[src/rtl/victim_wb_pkg.sv]
// Shared types and defaults for the victim-cache write-back drain engine.
// Optional feature macro: VICTIM_WB_FWD_EN (forwarding lookup of pending lines).
package victim_wb_pkg;

  localparam int WB_TAG_WIDTH   = 32;
  localparam int WB_DATA_WIDTH  = 128;
  localparam int WB_BEAT_WIDTH  = 32;
  localparam int WB_DEPTH       = 4;
  localparam int BEATS_PER_LINE = WB_DATA_WIDTH / WB_BEAT_WIDTH;

  typedef enum logic [1:0] {
    IDLE = 2'd0,
    ADDR = 2'd1,
    DATA = 2'd2
  } wb_state_t;

  // One buffered victim line at the default geometry.
  typedef struct packed {
    logic [WB_TAG_WIDTH-1:0]  tag;
    logic [WB_DATA_WIDTH-1:0] data;
  } wb_entry_t;

endpackage

[src/rtl/victim_wb_queue.sv]
// Circular buffer of displaced lines with optional forwarding compare.
// Ports:
//   clk, rst                 clock, synchronous active-low reset
//   enq_valid/enq_ready      enqueue handshake (ready = count < DEPTH)
//   enq_tag, enq_data        line being enqueued
//   pop                      retire the head entry
//   head_tag, head_data      oldest entry
//   count                    number of occupied entries
//   lookup_tag/hit/data      forwarding lookup (active with VICTIM_WB_FWD_EN)
module victim_wb_queue
  import victim_wb_pkg::*;
#(
  parameter int TAG_WIDTH  = WB_TAG_WIDTH,
  parameter int DATA_WIDTH = WB_DATA_WIDTH,
  parameter int DEPTH      = WB_DEPTH,
  localparam int PW = $clog2(DEPTH),
  localparam int CW = PW + 1
) (
  input  logic                  clk,
  input  logic                  rst,
  input  logic                  enq_valid,
  output logic                  enq_ready,
  input  logic [TAG_WIDTH-1:0]  enq_tag,
  input  logic [DATA_WIDTH-1:0] enq_data,
  input  logic                  pop,
  output logic [TAG_WIDTH-1:0]  head_tag,
  output logic [DATA_WIDTH-1:0] head_data,
  output logic [CW-1:0]         count,
  input  logic [TAG_WIDTH-1:0]  lookup_tag,
  output logic                  lookup_hit,
  output logic [DATA_WIDTH-1:0] lookup_data
);

  logic [DEPTH-1:0][TAG_WIDTH-1:0]  tag_mem;
  logic [DEPTH-1:0][DATA_WIDTH-1:0] data_mem;
  logic [PW-1:0] wr_ptr, rd_ptr;
  logic          enq;

  assign enq_ready = (count < CW'(DEPTH));
  assign enq       = enq_valid && enq_ready;
  assign head_tag  = tag_mem[rd_ptr];
  assign head_data = data_mem[rd_ptr];

  always_ff @(posedge clk) begin
    if (!rst) begin
      wr_ptr <= '0;
      rd_ptr <= '0;
      count  <= '0;
    end else begin
      if (enq) wr_ptr <= wr_ptr + PW'(1);
      if (pop) rd_ptr <= rd_ptr + PW'(1);
      case ({enq, pop})
        2'b10:   count <= count + CW'(1);
        2'b01:   count <= count - CW'(1);
        default: count <= count;
      endcase
    end
  end

  // Line storage is deliberately left uncleared by reset.
  always_ff @(posedge clk) begin
    if (rst && enq) begin
      tag_mem[wr_ptr]  <= enq_tag;
      data_mem[wr_ptr] <= enq_data;
    end
  end

`ifdef VICTIM_WB_FWD_EN
  // Walk oldest to newest so a later (newer) match overrides an older one.
  always_comb begin
    logic [PW-1:0] idx;
    lookup_hit  = 1'b0;
    lookup_data = '0;
    idx         = '0;
    for (int k = 0; k < DEPTH; k++) begin
      idx = rd_ptr + PW'(k);
      if ((CW'(k) < count) && (tag_mem[idx] == lookup_tag)) begin
        lookup_hit  = 1'b1;
        lookup_data = data_mem[idx];
      end
    end
  end
`else
  logic unused_lookup;
  assign unused_lookup = ^lookup_tag;
  assign lookup_hit    = 1'b0;
  assign lookup_data   = '0;
`endif

endmodule

[src/rtl/victim_wb_drain.sv]
// Write-back drain engine: buffers displaced victim lines and writes each to
// memory as one address phase followed by BEATS narrow data beats, oldest first.
// Optional feature macro: VICTIM_WB_FWD_EN (lookup of pending lines).
// Ports:
//   clk, rst                         clock, synchronous active-low reset
//   evict_valid/ready/tag/data       line intake from the victim cache
//   mem_wr_req/addr/ack              address phase
//   mem_wr_data/data_valid/ready/last data beats
//   wb_busy                          lines pending or transfer in flight
//   lookup_tag/hit/data              forwarding lookup for dcache misses
module victim_wb_drain
  import victim_wb_pkg::*;
#(
  parameter int TAG_WIDTH  = WB_TAG_WIDTH,
  parameter int DATA_WIDTH = WB_DATA_WIDTH,
  parameter int BEAT_WIDTH = WB_BEAT_WIDTH,
  parameter int DEPTH      = WB_DEPTH
) (
  input  logic                  clk,
  input  logic                  rst,
  input  logic                  evict_valid,
  output logic                  evict_ready,
  input  logic [TAG_WIDTH-1:0]  evict_tag,
  input  logic [DATA_WIDTH-1:0] evict_data,
  output logic                  mem_wr_req,
  output logic [TAG_WIDTH-1:0]  mem_wr_addr,
  input  logic                  mem_wr_ack,
  output logic [BEAT_WIDTH-1:0] mem_wr_data,
  output logic                  mem_wr_data_valid,
  input  logic                  mem_wr_data_ready,
  output logic                  mem_wr_last,
  output logic                  wb_busy,
  input  logic [TAG_WIDTH-1:0]  lookup_tag,
  output logic                  lookup_hit,
  output logic [DATA_WIDTH-1:0] lookup_data
);

  localparam int BEATS = DATA_WIDTH / BEAT_WIDTH;
  localparam int BW    = (BEATS > 1) ? $clog2(BEATS) : 1;
  localparam int CW    = $clog2(DEPTH) + 1;

  wb_state_t state, state_n;
  logic [BW-1:0] beat, beat_n;
  logic [CW-1:0] count, cnt_after;
  logic [TAG_WIDTH-1:0]  head_tag;
  logic [DATA_WIDTH-1:0] head_data;
  logic [BEATS-1:0][BEAT_WIDTH-1:0] head_beats;
  logic last_beat, pop, enq_fire;

  victim_wb_queue #(
    .TAG_WIDTH (TAG_WIDTH),
    .DATA_WIDTH(DATA_WIDTH),
    .DEPTH     (DEPTH)
  ) u_queue (
    .clk        (clk),
    .rst        (rst),
    .enq_valid  (evict_valid),
    .enq_ready  (evict_ready),
    .enq_tag    (evict_tag),
    .enq_data   (evict_data),
    .pop        (pop),
    .head_tag   (head_tag),
    .head_data  (head_data),
    .count      (count),
    .lookup_tag (lookup_tag),
    .lookup_hit (lookup_hit),
    .lookup_data(lookup_data)
  );

  assign head_beats = head_data;
  assign last_beat  = (beat == BW'(BEATS - 1));
  assign pop        = (state == DATA) && mem_wr_data_ready && last_beat;
  assign enq_fire   = evict_valid && evict_ready;
  // Occupancy after this cycle's pop, counting a same-cycle enqueue.
  assign cnt_after  = count - CW'(1) + CW'(enq_fire);

  always_ff @(posedge clk) begin
    if (!rst) begin
      state <= IDLE;
      beat  <= '0;
    end else begin
      state <= state_n;
      beat  <= beat_n;
    end
  end

  always_comb begin
    state_n = state;
    beat_n  = beat;
    case (state)
      IDLE: if (count != '0) state_n = ADDR;
      ADDR: if (mem_wr_ack) begin
        state_n = DATA;
        beat_n  = '0;
      end
      DATA: if (mem_wr_data_ready) begin
        if (last_beat) begin
          beat_n  = '0;
          state_n = (cnt_after != '0) ? ADDR : IDLE;
        end else begin
          beat_n = beat + BW'(1);
        end
      end
      default: state_n = IDLE;
    endcase
  end

  // Moore outputs; address and data are gated so idle outputs read as zero.
  assign mem_wr_req        = (state == ADDR);
  assign mem_wr_addr       = (state == ADDR) ? head_tag : '0;
  assign mem_wr_data_valid = (state == DATA);
  assign mem_wr_data       = (state == DATA) ? head_beats[beat] : '0;
  assign mem_wr_last       = (state == DATA) && last_beat;
  assign wb_busy           = (count != '0) || (state != IDLE);

endmodule

[config.mk]
export PLATFORM = sky130hd
export DESIGN_NAME = victim_wb_drain
export DESIGN_NICKNAME = d
export VERILOG_FILES = /design/src/rtl/victim_wb_pkg.sv /design/src/rtl/victim_wb_queue.sv /design/src/rtl/victim_wb_drain.sv
export SDC_FILE = /design/constraint.sdc
export NUM_CORES = 1
export LEC_CHECK = 0
export CAP_MARGIN = 20
export CORE_UTILIZATION = 34
export CTS_CLUSTER_DIAMETER = 30
export DETAILED_ROUTE_END_ITERATION = 10
export DONT_BUFFER_PORTS = 1
export PLACE_DENSITY = 0.45
export SYNTH_ARGS = -nofsm -noshare
export SYNTH_HDL_FRONTEND = slang
export SYNTH_SLANG_ARGS = --single-unit
[constraint.sdc]
create_clock -name clk -period 10.2 [get_ports clk]
set_input_delay 1.53 -clock clk [delete_from_list [all_inputs] [get_ports clk]]
set_output_delay 1.53 -clock clk [all_outputs]
set_load 0.02 [all_outputs]
==> results by group <==
STA
  – RSZ-0062 raised after global routing: no
  – Max Clock Freq: 181 MHz
  – Final slew viol count: 0
  – Post-layout minimum cycle time: 5530 ps
  – Final Cycle Share: 0.542
  – Setup Skew: approximately 15 ps
  – Slew Limit Headroom: 0.211
  – Least-Margin Pin Slew: between 1000 and 1500 ps
  – Setup TNS Final: 0 ps
  – Final Hold Viols: 0
  – Final setup fails: 0

Setup path
  – Critical path startpoint category: flip-flop
  – Critical-path top delay cell: buf_4
  – Worst-path fanout max: 44
  – Required @ worst endpoint: between 8000 and 9000 ps
  – Buf/Inv on CP: 2
  – Crit Path Class: flip-flop to primary output
  – CP most frequent cell: buf_4
  – Crit-path max cell delay: 790 ps
  – Delay-heaviest family, CP: simple AND/OR/NAND/NOR gates
  – CP endpoint kind: primary output
  – Worst Path Arrival: 4000 ps
  – Crit-path cells: buf_4, nor2b_4, buf_4, a22oi_1, nand3_1, nand2_1

Drt
  – Routed length per instance: roughly 23 um
  – DR vias/cell: about 4.7
  – WL final: around 62 mm
  – Via count: about 13000
  – Final ANT Viol Nets: 0
  – DRC viols: 0
  – DRT iter0 DRCs: approximately 810
  – Length of the first detailed-routing pass in iterations: 5

Clock network
  – Post-CTS sizing: 0
  – Cts hold-fix bufs: 0
  – CTS tree: done
  – Inserted Clock Buffers: 148
  – Postcts setup bufs: 0
  – Clock latency on the worst-skew pair: around 680 ps
  – Clock slew at reported path FFs: roughly 40 ps
  – CTS sink cnt: between 600 and 700
  – H-tree depth: 4
  – Longest Clk Path Bufs: 3
  – Root Driver: clkbuf_16

Yosys
  – Commonest cells post-synth: edfxtp_1, mux2i_1, buf_4
  – Top_reg_cell synth: edfxtp_1
  – Library cells used by synthesis: 36
  – Most frequent cell after synthesis: edfxtp_1
  – Area contributors post-synth: edfxtp_1, mux2i_1, buf_4
  – Post-Synthesis Cells: roughly 1500
  – Post-synth top area cell: edfxtp_1
  – Post-Syn Area: between 20000 and 30000 sq um
  – Share of flip-flops with an asynchronous set or reset: 0
  – Sequential area share after synthesis: 0.740
  – EDFF count, synth: 640
  – Top-area cell type share of the netlist area: 0.731
  – Syn_area_per_cell: 17.8 sq um
  – Yosys warns: 0
  – Number of synthesized register bits: 651

Floorplanning
  – Die Y: approximately 280 um
  – # rows: slightly above 100
  – CORE AREA: 76200 sq um
  – Horiz. Die Dim: approximately 280 um
  – Die area: 78400 sq um
  – Initial Utilization: 0.345
  – Number of top-level pins: a little under 400

Global routing
  – First-pass GRT wire length: around 89 mm
  – Total GRT Usage: 0.159
  – Initial antenna violation count: 0
  – Largest net degree at the start of global routing: between 100 and 150
  – Vias in the first global route: approximately 13000
  – Grt ovf: 0

Finish
  – FF+latch area: slightly below 20000 sq um
  – # diodes: 0
  – Final nets: around 1800
  – Fill cells: 6815
  – Area Growth Syn to Fin: 21.0%
  – Area occupied by multi-input gates: between 5000 and 6000 sq um
  – Layout cells sized above 1: 0.172

Placed design
  – # port buffers: 0
  – Final HPWL DP: about 35 mm
  – Gpl congestion: roughly 0.7

Pwr
  – Power Total: just under 8000 uW
  – Cell area power density: between 200 and 300 nW/um^2
  – Max VDD drop: 0.138 mV
  – Leak: just over 0.01 uW

Run status
  – Status: finished clean

Run
  – Maxcap violations: 0

Hold path
  – Worst min-delay path category: flip-flop to flip-flop
-- layout by cell type (no fill, tap or decap), types with 14 or more instances in the layout --
master / count
mux4_2: 32
edfxtp_1: 640
mux2i_1: 257
clkinvlp_4: 14
conb_1: 129
clkbuf_16: 153
nor2b_1: 35
clkinv_1: 23
nand3_1: 66
clkinv_2: 22
clkbuf_1: 21
nand2_1: 39
buf_4: 20
a22oi_1: 128
bufinv_16: 18
-- power breakdown --
| group | leakage (uW) | internal, uW | switching (uW) |
|---|---|---|---|
| Combinational | 0.00192 | 58.7 | 249 |
| Sequential | 0.00590 | 3020 | 18.1 |
| Clock | 0.00239 | 3170 | 1440 |
-- worst paths after layout --
kind / startpoint / to / slack (ps) / cells after the start
max: u_queue.rd_ptr[1] / mem_wr_data[18] / 4670 / 6
min: u_queue.wr_ptr[0] / u_queue.wr_ptr[0] / 520 / 2
max reg2reg: u_queue.count[2] / u_queue.data_mem[205] / 6860 / 4
min reg2reg: u_queue.wr_ptr[0] / u_queue.wr_ptr[0] / 520 / 2
-- state kept, by name, indices dropped and copies added, names as in the netlist --
signal,cells
beat,2
state,2
u_queue.count,3
u_queue.data_mem,512
u_queue.rd_ptr,2
u_queue.tag_mem,128
u_queue.wr_ptr,2
-- cells by family after synthesis --
logic type               Yosys count  synth area share
AO/OA/AOI/OAI                    139            0.0389
adder cells (fa/ha/maj)           10           0.00476
AND/OR/NAND/NOR                  170            0.0332
other                              1          0.000143
flip-flops                       651             0.740
multiplexers                     289             0.125
buffers and inverters            213            0.0560
XOR/XNOR                           6           0.00200
-- tightest hold or removal path, cell delays in order, from the launching register on --
cell	delay (ps)
dfxtp_1	340
nand2_1	70
a21oi_1	60
-- routing by layer --
layer	vias up	wire (um)	track usage	share of wire
li1	5810	-	-	-
met1	6624	26400	0.194	0.42
met2	393	30300	0.260	0.49
met3	84	4630	0.0589	0.074
met4	0	1030	0.0549	0.016
met5	-	0	0	0
-- metrics by stage --
stage / hold WS (ps) / utilization / cell area, sq um / worst slack (ps) / instances
global placement: 499 / 0.352 / 26900 / 5320 / 2455
global route: 555 / 0.417 / 31800 / 4470 / 2725
detailed placement: 519 / 0.352 / 26900 / 5320 / 2455
floorplan: 466 / - / 26800 / 4060 / 1607
CTS: 527 / 0.417 / 31800 / 4550 / 2725
finish: 523 / 0.417 / 31800 / 4670 / 2725
-- area by class of cell --
| type | instances | share of cell area |
|---|---|---|
| multi-input combinational | 743 | 0.185 |
| inverter | 9 | 0.00106 |
| clock inverter | 96 | 0.0330 |
| tap | 1030 | 0.0405 |
| timing repair buffer | 22 | 0.00598 |
| clock buffer | 174 | 0.123 |
| sequential | 651 | 0.611 |
Note: power is estimated with default switching activity, not from simulation.
